`src/rtl/memory_text_reader_pkg.sv`:
```
// Shared types and constants for the text reader: FSM state encoding,
// the lane type and the number of bytes per fetched word.
package memory_text_reader_pkg;

  typedef enum logic [1:0] {
    IDLE   = 2'd0,
    FETCH  = 2'd1,
    STREAM = 2'd2,
    DONE   = 2'd3
  } state_t;

  typedef logic [1:0] lane_t;

  localparam int BYTES_PER_WORD = 4;
  localparam lane_t LANE_LAST = lane_t'(BYTES_PER_WORD - 1);

endpackage

```
`src/rtl/memory_text_reader_byte_unpacker.sv`:
```
// Selects one byte of a big-endian 32-bit word; lane 0 is the most
// significant byte, i.e. the lowest memory address.
module text_byte_unpacker
  import memory_text_reader_pkg::*;
(
  input  logic [31:0] word,
  input  logic [1:0]  lane,
  output logic [7:0]  data
);

  always_comb begin
    data = word[31:24];
    case (lane_t'(lane))
      2'd0: data = word[31:24];
      2'd1: data = word[23:16];
      2'd2: data = word[15:8];
      2'd3: data = word[7:0];
      default: data = word[31:24];
    endcase
  end

endmodule

```
`src/rtl/memory_text_reader.sv`:
```
// Streams a byte range of dataMemory out one byte at a time, fetching a
// 32-bit word per four bytes. Define TEXT_READER_NULL_STOP_EN to end on 0x00.
module memory_text_reader
  import memory_text_reader_pkg::*;
#(
  parameter int ADDR_W = 8,
  parameter int LEN_W  = 9
) (
  input  logic              clk,
  input  logic              rst,
  input  logic              start,
  input  logic [ADDR_W-1:0] base_addr,
  input  logic [LEN_W-1:0]  length,
  output logic              mem_we,
  output logic [ADDR_W-1:0] mem_addr,
  input  logic [31:0]       mem_rdata,
  output logic              byte_valid,
  input  logic              byte_ready,
  output logic [7:0]        byte_data,
  output logic              busy,
  output logic              done,
  output logic              null_hit
);

  state_t            state, state_next;
  logic [ADDR_W-1:0] ptr;
  logic [ADDR_W-1:0] addr_q;
  logic [LEN_W-1:0]  remaining;
  lane_t             lane;
  logic [31:0]       wbuf;
  logic              accept;
  logic              xfer;
  logic              is_null;
  logic              last_byte;

  text_byte_unpacker u_unpacker (
    .word (wbuf),
    .lane (lane),
    .data (byte_data)
  );

  assign xfer = (state == STREAM) && byte_ready;

`ifdef TEXT_READER_NULL_STOP_EN
  logic null_flag;
  assign is_null  = (byte_data == 8'h00);
  assign null_hit = (state == DONE) && null_flag;
`else
  assign is_null  = 1'b0;
  assign null_hit = 1'b0;
`endif

  assign last_byte = (remaining == LEN_W'(1)) || is_null;

  always_ff @(posedge clk) begin
    if (rst) begin
      state     <= IDLE;
      ptr       <= '0;
      addr_q    <= '0;
      remaining <= '0;
      lane      <= '0;
      wbuf      <= '0;
`ifdef TEXT_READER_NULL_STOP_EN
      null_flag <= 1'b0;
`endif
    end else begin
      state <= state_next;
      if (accept) begin
        ptr       <= base_addr;
        remaining <= length;
        lane      <= '0;
      end
      if (state == FETCH) begin
        wbuf   <= mem_rdata;
        addr_q <= ptr;
      end
      if (xfer) begin
        ptr       <= ptr + ADDR_W'(1);
        remaining <= remaining - LEN_W'(1);
        lane      <= lane + lane_t'(1);
      end
`ifdef TEXT_READER_NULL_STOP_EN
      if (state == IDLE) begin
        null_flag <= 1'b0;
      end else if (xfer) begin
        null_flag <= is_null;
      end
`endif
    end
  end

  always_comb begin
    state_next = state;
    accept     = 1'b0;
    case (state)
      IDLE: begin
        if (start) begin
          if (length != '0) begin
            accept     = 1'b1;
            state_next = FETCH;
          end else begin
            state_next = DONE;
          end
        end
      end
      FETCH:  state_next = STREAM;
      STREAM: begin
        if (xfer) begin
          if (last_byte) begin
            state_next = DONE;
          end else if (lane == LANE_LAST) begin
            state_next = FETCH;
          end
        end
      end
      DONE:    state_next = IDLE;
      default: state_next = IDLE;
    endcase
  end

  // The address is driven from ptr only while fetching; otherwise it holds.
  assign mem_addr   = (state == FETCH) ? ptr : addr_q;
  assign mem_we     = 1'b0;
  assign byte_valid = (state == STREAM);
  assign busy       = (state == FETCH) || (state == STREAM);
  assign done       = (state == DONE);

endmodule

```
`config.mk`:
```
export PLATFORM = sky130hd
export DESIGN_NAME = memory_text_reader
export DESIGN_NICKNAME = d
export VERILOG_FILES = /design/src/rtl/memory_text_reader_pkg.sv /design/src/rtl/memory_text_reader_byte_unpacker.sv /design/src/rtl/memory_text_reader.sv
export SDC_FILE = /design/constraint.sdc
export NUM_CORES = 1
export LEC_CHECK = 0
export ABC_AREA = 1
export BUFFER_PORTS_ARGS = -buffer_cell sky130_fd_sc_hd__buf_4
export CORE_AREA = 5 5 80 82
export CTS_CLUSTER_SIZE = 30
export DETAILED_ROUTE_END_ITERATION = 10
export DIE_AREA = 0 0 85 87
export PLACE_DENSITY = 0.82
export SYNTH_ARGS = -nofsm -noshare
export SYNTH_HDL_FRONTEND = slang
export SYNTH_SLANG_ARGS = --single-unit
```
`constraint.sdc`:
```
create_clock -name clk -period 2.8 [get_ports clk]
set_input_delay 0.56 -clock clk [delete_from_list [all_inputs] [get_ports clk]]
set_output_delay 0.56 -clock clk [all_outputs]
set_load 0.05 [all_outputs]
```
==> metrics, run 1 <==
status complete, no violations; DRT Pass-1 Iters 4; Max Clk Rate 413 MHz; max-cap violations 0; Critical Path AT 1860 ps; via count 3,026; Seq/Total Area, Yosys 39.8%; Die X 85 um; sequence of cells on the critical path inv_1 -> ha_1 -> inv_1 -> nand2_1 -> nand2_1 -> buf_4; initial detailed-routing violation count 108; Critical R2R Launch state[0]; Post-CTS Resized 0; Pins Over Slew Limit 0; layout cells sized above 1 18.5%; WL final 7410 um; Distinct cells, synth 26; period utilization 86.5%; hold_sp mem_rdata[30]; clk slew on worst S/H paths 70 ps; crit path time final 2420 ps; Setup TNS Final 0 ps; # clock sinks 61; die area 0.00740 sq mm; HP Class in -> reg; r2r setup slk 910 ps; RD Place Congestion 0.863; Crit Reg-Reg Endpoint ptr[0]; initial antenna violation count 0; Ys Warns 0; hold slack final 446 ps; overall routing resource usage 20.7%; Critical Path Start Type flip-flop; port bufs 71; Static Leak 0.00181 uW; Vias/cell 5.09; CP Max Fanout 14; Final HPWL DP 5420 um; latest clock arrival within the worst-skew pair 340 ps; Post-Synthesis Cell Area 0.00307 sq mm; Die Span Y 87 um; vias in the first global route 2,855; drt wl/cell 12.5 um; CP endpoint kind primary output; first-pass GRT wire length 12,500 um; worst vdd ir 0.000460 V; Hold Fails Final Rpt 0; critical path class reg -> out; hold endpoint wbuf[30]; Antenna Cells 0; Worst Skew 9.64 ps; DRC 0; CTS H-tree depth 3; largest net degree at the start of global routing 41; P per Cell Area 920 mW/mm^2; Synth Instances 456; CP peak stage delay 360 ps; row count 28; Critical Path RT 2240 ps; Final ANT Viol Nets 0; Initial Util 54.1%; Core Area 0.00568 sq mm; Worst Reg2Reg Path Length in Cells 6; flops & latches, synth 61; Area growth, synth to finish 22.6%; CTS Root Cell clkbuf_8; Ports 74; # setup viols final 0; hold path cells 3; syn_area_per_cell 6.74 sq um; Post-CTS Setup Bufs 0; crit path buf inv count 3; family with the most delay on the worst path buffers and inverters; Clock Path Buffers 2; RSZ-0062 raised after global routing false; Hold-fix buffers, CTS 0; grt total ovfl 0; Num CTS Buffers 9; fin nets 582; CTS tree done; Max stage delay cell, worst path inv_1
==> layout by cell type, fill, tap and decap left out <==
cell type	n
o21bai_1	1
clkinv_8	1
dfxtp_1	61
clkbuf_8	10
clkinv_2	3
o21ai_0	58
nor2_1	105
xor2_1	1
xnor2_1	2
nand2_2	1
o21bai_4	1
buf_4	75
nand2_1	99
nor3_1	2
a22o_1	8
or2_2	1
nand4_1	1
ha_1	11
a21oi_1	31
nand3_2	1
a21oi_2	3
nand3_1	15
conb_1	2
inv_1	27
==> where the power goes <==
part	switching, uW	leakage [uW]	internal (uW)
clock network	320	0.0000836	325
registers	162	0.000501	1120
logic	1040	0.00122	495
==> stage by stage <==
| step | total power [uW] | instances | worst slack (ps) | instance area [sq um] | util [%] |
|---|---|---|---|---|---|
| detailed placement | 2830 | 582 | 723 | 3610 | 63.7 |
| global placement | 2800 | 582 | 768 | 3610 | 63.7 |
| CTS | 3490 | 595 | 322 | 3770 | 66.4 |
| global route | 3730 | 595 | 197 | 3770 | 66.4 |
| floorplan | 2440 | 457 | 186 | 3080 | - |
| finish | 3470 | 595 | 377 | 3770 | 66.4 |
==> worst max-delay path by stage <==
stage,startpoint,end,slack (ps),cells past startpoint
2_1_floorplan,lane[0],byte_data[2],190,5
3_3_place_gp,lane[0],byte_data[5],770,6
3_5_place_dp,state[1],mem_addr[2],720,6
4_1_cts,state[1],mem_addr[2],320,6
5_1_grt,state[1],mem_addr[3],200,6
6_report,state[1],mem_addr[1],380,6
==> state kept, by name, summed over array words and instances, names as in the netlist <==
register	flops
addr_q	8
lane	2
ptr	8
remaining	9
state	2
wbuf	32
==> metal layers <==
| metal | vias up | track usage (%) | share of wire, % |
|---|---|---|---|
| met5 | - | 0 | 0 |
| met4 | 0 | 8.35 | 1.7 |
| met3 | 12 | 5.20 | 7.1 |
| met2 | 88 | 36.4 | 49 |
| met1 | 1349 | 24.1 | 42 |
| li1 | 1577 | - | - |
==> cell usage after synthesis <==
| library cell | n | share of area [%] |
|---|---|---|
| nor2_1 | 105 | 13 |
| nand2_1 | 99 | 12 |
| dfxtp_1 | 61 | 40 |
| o21ai_0 | 58 | 9.5 |
| a21oi_1 | 31 | 5.1 |
| inv_1 | 27 | 3.3 |
| clkbuf_1 | 16 | 2.0 |
| nand3_1 | 15 | 2.4 |
| ha_1 | 11 | 4.5 |
| a22o_1 | 8 | 2.3 |
| buf_2 | 4 | 0.65 |
| a21oi_2 | 3 | 0.86 |
| buf_4 | 3 | 0.73 |
| nor3_1 | 2 | 0.33 |
| xnor2_1 | 2 | 0.57 |
| buf_1 | 1 | 0.12 |
| buf_6 | 1 | 0.37 |
| clkinv_8 | 1 | 0.53 |
| conb_1 | 1 | 0.12 |
| nand2_2 | 1 | 0.20 |
| nand3_2 | 1 | 0.33 |
| nand4_1 | 1 | 0.20 |
| o21bai_1 | 1 | 0.24 |
| o21bai_4 | 1 | 0.61 |
| or2_2 | 1 | 0.20 |
| xor2_1 | 1 | 0.29 |
==> cells by family after synthesis <==
logic type	after synthesis	synth area share [%]
and+or+nand+nor	225	28.6
other	1	0.122
xor gates and xnor gates	3	0.856
buffers and inverters	53	7.66
adders and majority gates	11	4.48
AOI/OAI and AO/OA	102	18.5
DFF	61	39.8
==> worst register-to-register path, stage by stage (launching register included) <==
cell and delay [ps]:
dfxtp_1 330, inv_1 100, ha_1 260, nand2_1 270, nand2_2 460, o21ai_0 190, a21oi_1 210
==> layout make-up <==
type	count	area, sq um
Clock buffer	10	138
Fill cell	548	1910
Timing Repair Buffer	75	563
Sequential cell	61	1220
Clock inverter	3	15.0
Multi-Input combinational cell	343	1620
Tap cell	75	93.8
Inverter	28	118
Power figures use the tool's default switching activity.
==> inputs of run 2 (changes only) <==
--- a/config.mk
+++ b/config.mk
@@ -7,11 +7,12 @@
 export LEC_CHECK = 0
 export ABC_AREA = 1
 export BUFFER_PORTS_ARGS = -buffer_cell sky130_fd_sc_hd__buf_4
-export CORE_AREA = 5 5 80 82
+export CORE_AREA = 5 5 78 80
+export CTS_BUF_LIST = sky130_fd_sc_hd__clkbuf_4
 export CTS_CLUSTER_SIZE = 30
 export DETAILED_ROUTE_END_ITERATION = 10
-export DIE_AREA = 0 0 85 87
-export PLACE_DENSITY = 0.82
+export DIE_AREA = 0 0 83 85
+export PLACE_DENSITY = 0.86
 export SYNTH_ARGS = -nofsm -noshare
 export SYNTH_HDL_FRONTEND = slang
 export SYNTH_SLANG_ARGS = --single-unit
==> run 2 against run 1 <==
Net effect:
- combinational power barely moved
- via count up 2.8%
- sequential share of layout area grew 0.086 points
- clock-buffer cell count down 1
- cell area down 0.27%
- clock skew is 4.2 ps lower
- sequential cell count unchanged
- first-iteration DRC count grew 11%
- worst hold slack got worse by 80 ps
- total power rose by 0.99%
- sequential power about the same
- critical endpoint is now byte_data[4]
- global-route usage grew 1.4 points
==> metrics, run 2 (synthesized netlist as in run 1, its figures left out) <==
Net Sw Frac 43.9% (was 44.0%); grt total ovfl 0 (unchanged); Ports 74 (unchanged); initial detailed-routing violation count 120 (was 108); Max stage delay cell, worst path dfxtp_1 (was inv_1); first-pass GRT wire length 13,000 um (was 12,500 um); Stages on worst setup path 6 (unchanged); layout cells sized above 1 18.6% (was 18.5%); latest clock arrival within the worst-skew pair 400 ps (was 340 ps); Die Span Y 85 um (was 87 um); # fillers 491 (was 548); Post-CTS Setup Bufs 0 (unchanged); via count 3,110 (was 3,026); most common cell after layout, fill and taps aside nor2_1 (unchanged); Util after Layout 70.4% (was 66.4%); Hold Fails Final Rpt 0 (unchanged); cell internal pwr 1970 uW (was 1940 uW); port bufs 71 (unchanged); initial antenna violation count 0 (unchanged); part of the power in registers 36.6% (was 37.0%); Final HPWL DP 5640 um (was 5420 um); # setup viols final 0 (unchanged); period utilization 89.3% (was 86.5%); family with the most delay on the worst path compound AO/OA/AOI/OAI gates (was buffers and inverters); Final ANT Viol Nets 0 (unchanged); Hold-fix buffers, CTS 0 (unchanged); DRC 0 (unchanged); max-cap violations 0 (unchanged); Static Leak 0.00181 uW (about the same); hold path cells 3 (unchanged); total power draw 3500 uW (was 3470 uW); Antenna Cells 0 (unchanged); row count 27 (was 28); crit path time final 2500 ps (was 2420 ps); CTS H-tree depth 3 (unchanged); Clock Path Buffers 2 (unchanged); RD Place Congestion 0.861 (was 0.863); WL final 7670 um (was 7410 um); multi-input logic area 0.00162 sq mm (unchanged); max FFs per register 32 (unchanged); RSZ-0062 raised after global routing false (unchanged); sequence of cells on the critical path inv_1 -> ha_1 -> a22o_1 -> a21oi_1 -> o21ai_0 -> buf_4 (was inv_1 -> ha_1 -> inv_1 -> nand2_1 -> nand2_1 -> buf_4); HP Class in -> reg (unchanged); CTS tree done (unchanged); # clock sinks 61 (unchanged); CP endpoint kind primary output (unchanged); Max Clk Rate 400 MHz (was 413 MHz); Num CTS Buffers 9 (unchanged); CTS Root Cell clkbuf_4 (was clkbuf_8); die area 0.00706 sq mm (was 0.00740 sq mm); register name with the most flops wbuf (unchanged); crit path buf inv count 2 (was 3); status complete, no violations (unchanged); Worst Skew 5.41 ps (was 9.64 ps); CP Max Fanout 8 (was 14); Setup TNS Final 0 ps (unchanged); Critical Path Start Type flip-flop (unchanged); part of the power in combinational logic 44.5% (was 44.4%); fin nets 582 (unchanged); clock network power share 18.9% (was 18.6%); Post-CTS Resized 0 (unchanged); CP peak stage delay 410 ps (was 360 ps); Worst Reg2Reg Path Length in Cells 6 (unchanged); P per Cell Area 932 mW/mm^2 (was 920 mW/mm^2); largest net degree at the start of global routing 36 (was 41); critical path class reg -> out (unchanged); final instance area 0.00376 sq mm (was 0.00377 sq mm); Storage cell area 0.00122 sq mm (unchanged); Die X 83 um (was 85 um); top flop regs wbuf x32, remaining x9 (unchanged); Area growth, synth to finish 22.3% (was 22.6%); Core Area 0.00534 sq mm (was 0.00568 sq mm); worst vdd ir 0.000514 V (was 0.000460 V); area of placed instances 0.00361 sq mm (about the same); vias in the first global route 3,021 (was 2,855); Critical Path RT 2240 ps (about the same); Pins Over Slew Limit 0 (unchanged); most frequent cells in the layout 105 x nor2_1, 99 x nand2_1, 75 x buf_4, 61 x dfxtp_1, 58 x o21ai_0 (unchanged); DRT Pass-1 Iters 4 (unchanged); hold slack final 366 ps (was 446 ps); drt wl/cell 12.9 um (was 12.5 um); P_sw 1540 uW (was 1530 uW); overall routing resource usage 22.1% (was 20.7%); Initial Util 57.5% (was 54.1%); Critical Path AT 1940 ps (was 1860 ps); clk slew on worst S/H paths 100 ps (was 70 ps); Vias/cell 5.24 (was 5.09)
## run 2: cell count changes in the layout (fill, tap and decap cells not counted), sizes merged
cell / before / now
clkinv: 4 / 5
bufinv: 0 / 2
clkbuf: 10 / 9
## run 2: final timing paths
kind / startpoint / to / slack (ps)
setup / recovery: lane[0] / byte_data[4] / 300
hold / removal: mem_rdata[30] / wbuf[30] / 370
setup reg to reg: state[0] / ptr[2] / 770
hold reg to reg: addr_q[3] / addr_q[3] / 470
## run 2: area by class of cell
class                           instances  share of cell area, %
Tap cell                               72                   2.40
Multi-Input combinational cell        343                   43.1
Sequential cell                        61                   32.5
Timing Repair Buffer                   75                   15.0
Inverter                               28                   3.13
Clock inverter                          6                   2.10
Clock buffer                            9                   1.80
## run 2: through the flow
stage               setup WS (ps)  std cells
CTS                           283        594
global route                  108        594
floorplan                     186        457
global placement              767        579
detailed placement            731        579
finish                        300        594
## run 2: routing by layer
metal | share of wire (%) | global-route usage [%] | up-vias
met1 | 42 | 25.3 | 1411
met5 | 0 | 0 | -
met3 | 6.3 | 5.53 | 19
met2 | 49 | 38.4 | 103
li1 | - | - | 1577
met4 | 2.3 | 11.1 | 0
## run 2: worst reg2reg max path, delay by kind of cell (launching register included)
| family | cells | cell delay, ps |
|---|---|---|
| compound gates | 2 | 360 |
| fa+ha+maj | 1 | 260 |
| buf+inv | 1 | 90 |
| flops | 1 | 380 |
| simple gates | 2 | 800 |
## run 2: power by group through the flow
stage	Sequential [uW]	Combinational [uW]	Clock, uW
finish	1280	1560	663
floorplan	1250	1190	0
global route	1310	1730	720
detailed placement	1290	1550	0
global placement	1280	1510	0
CTS	1280	1560	672
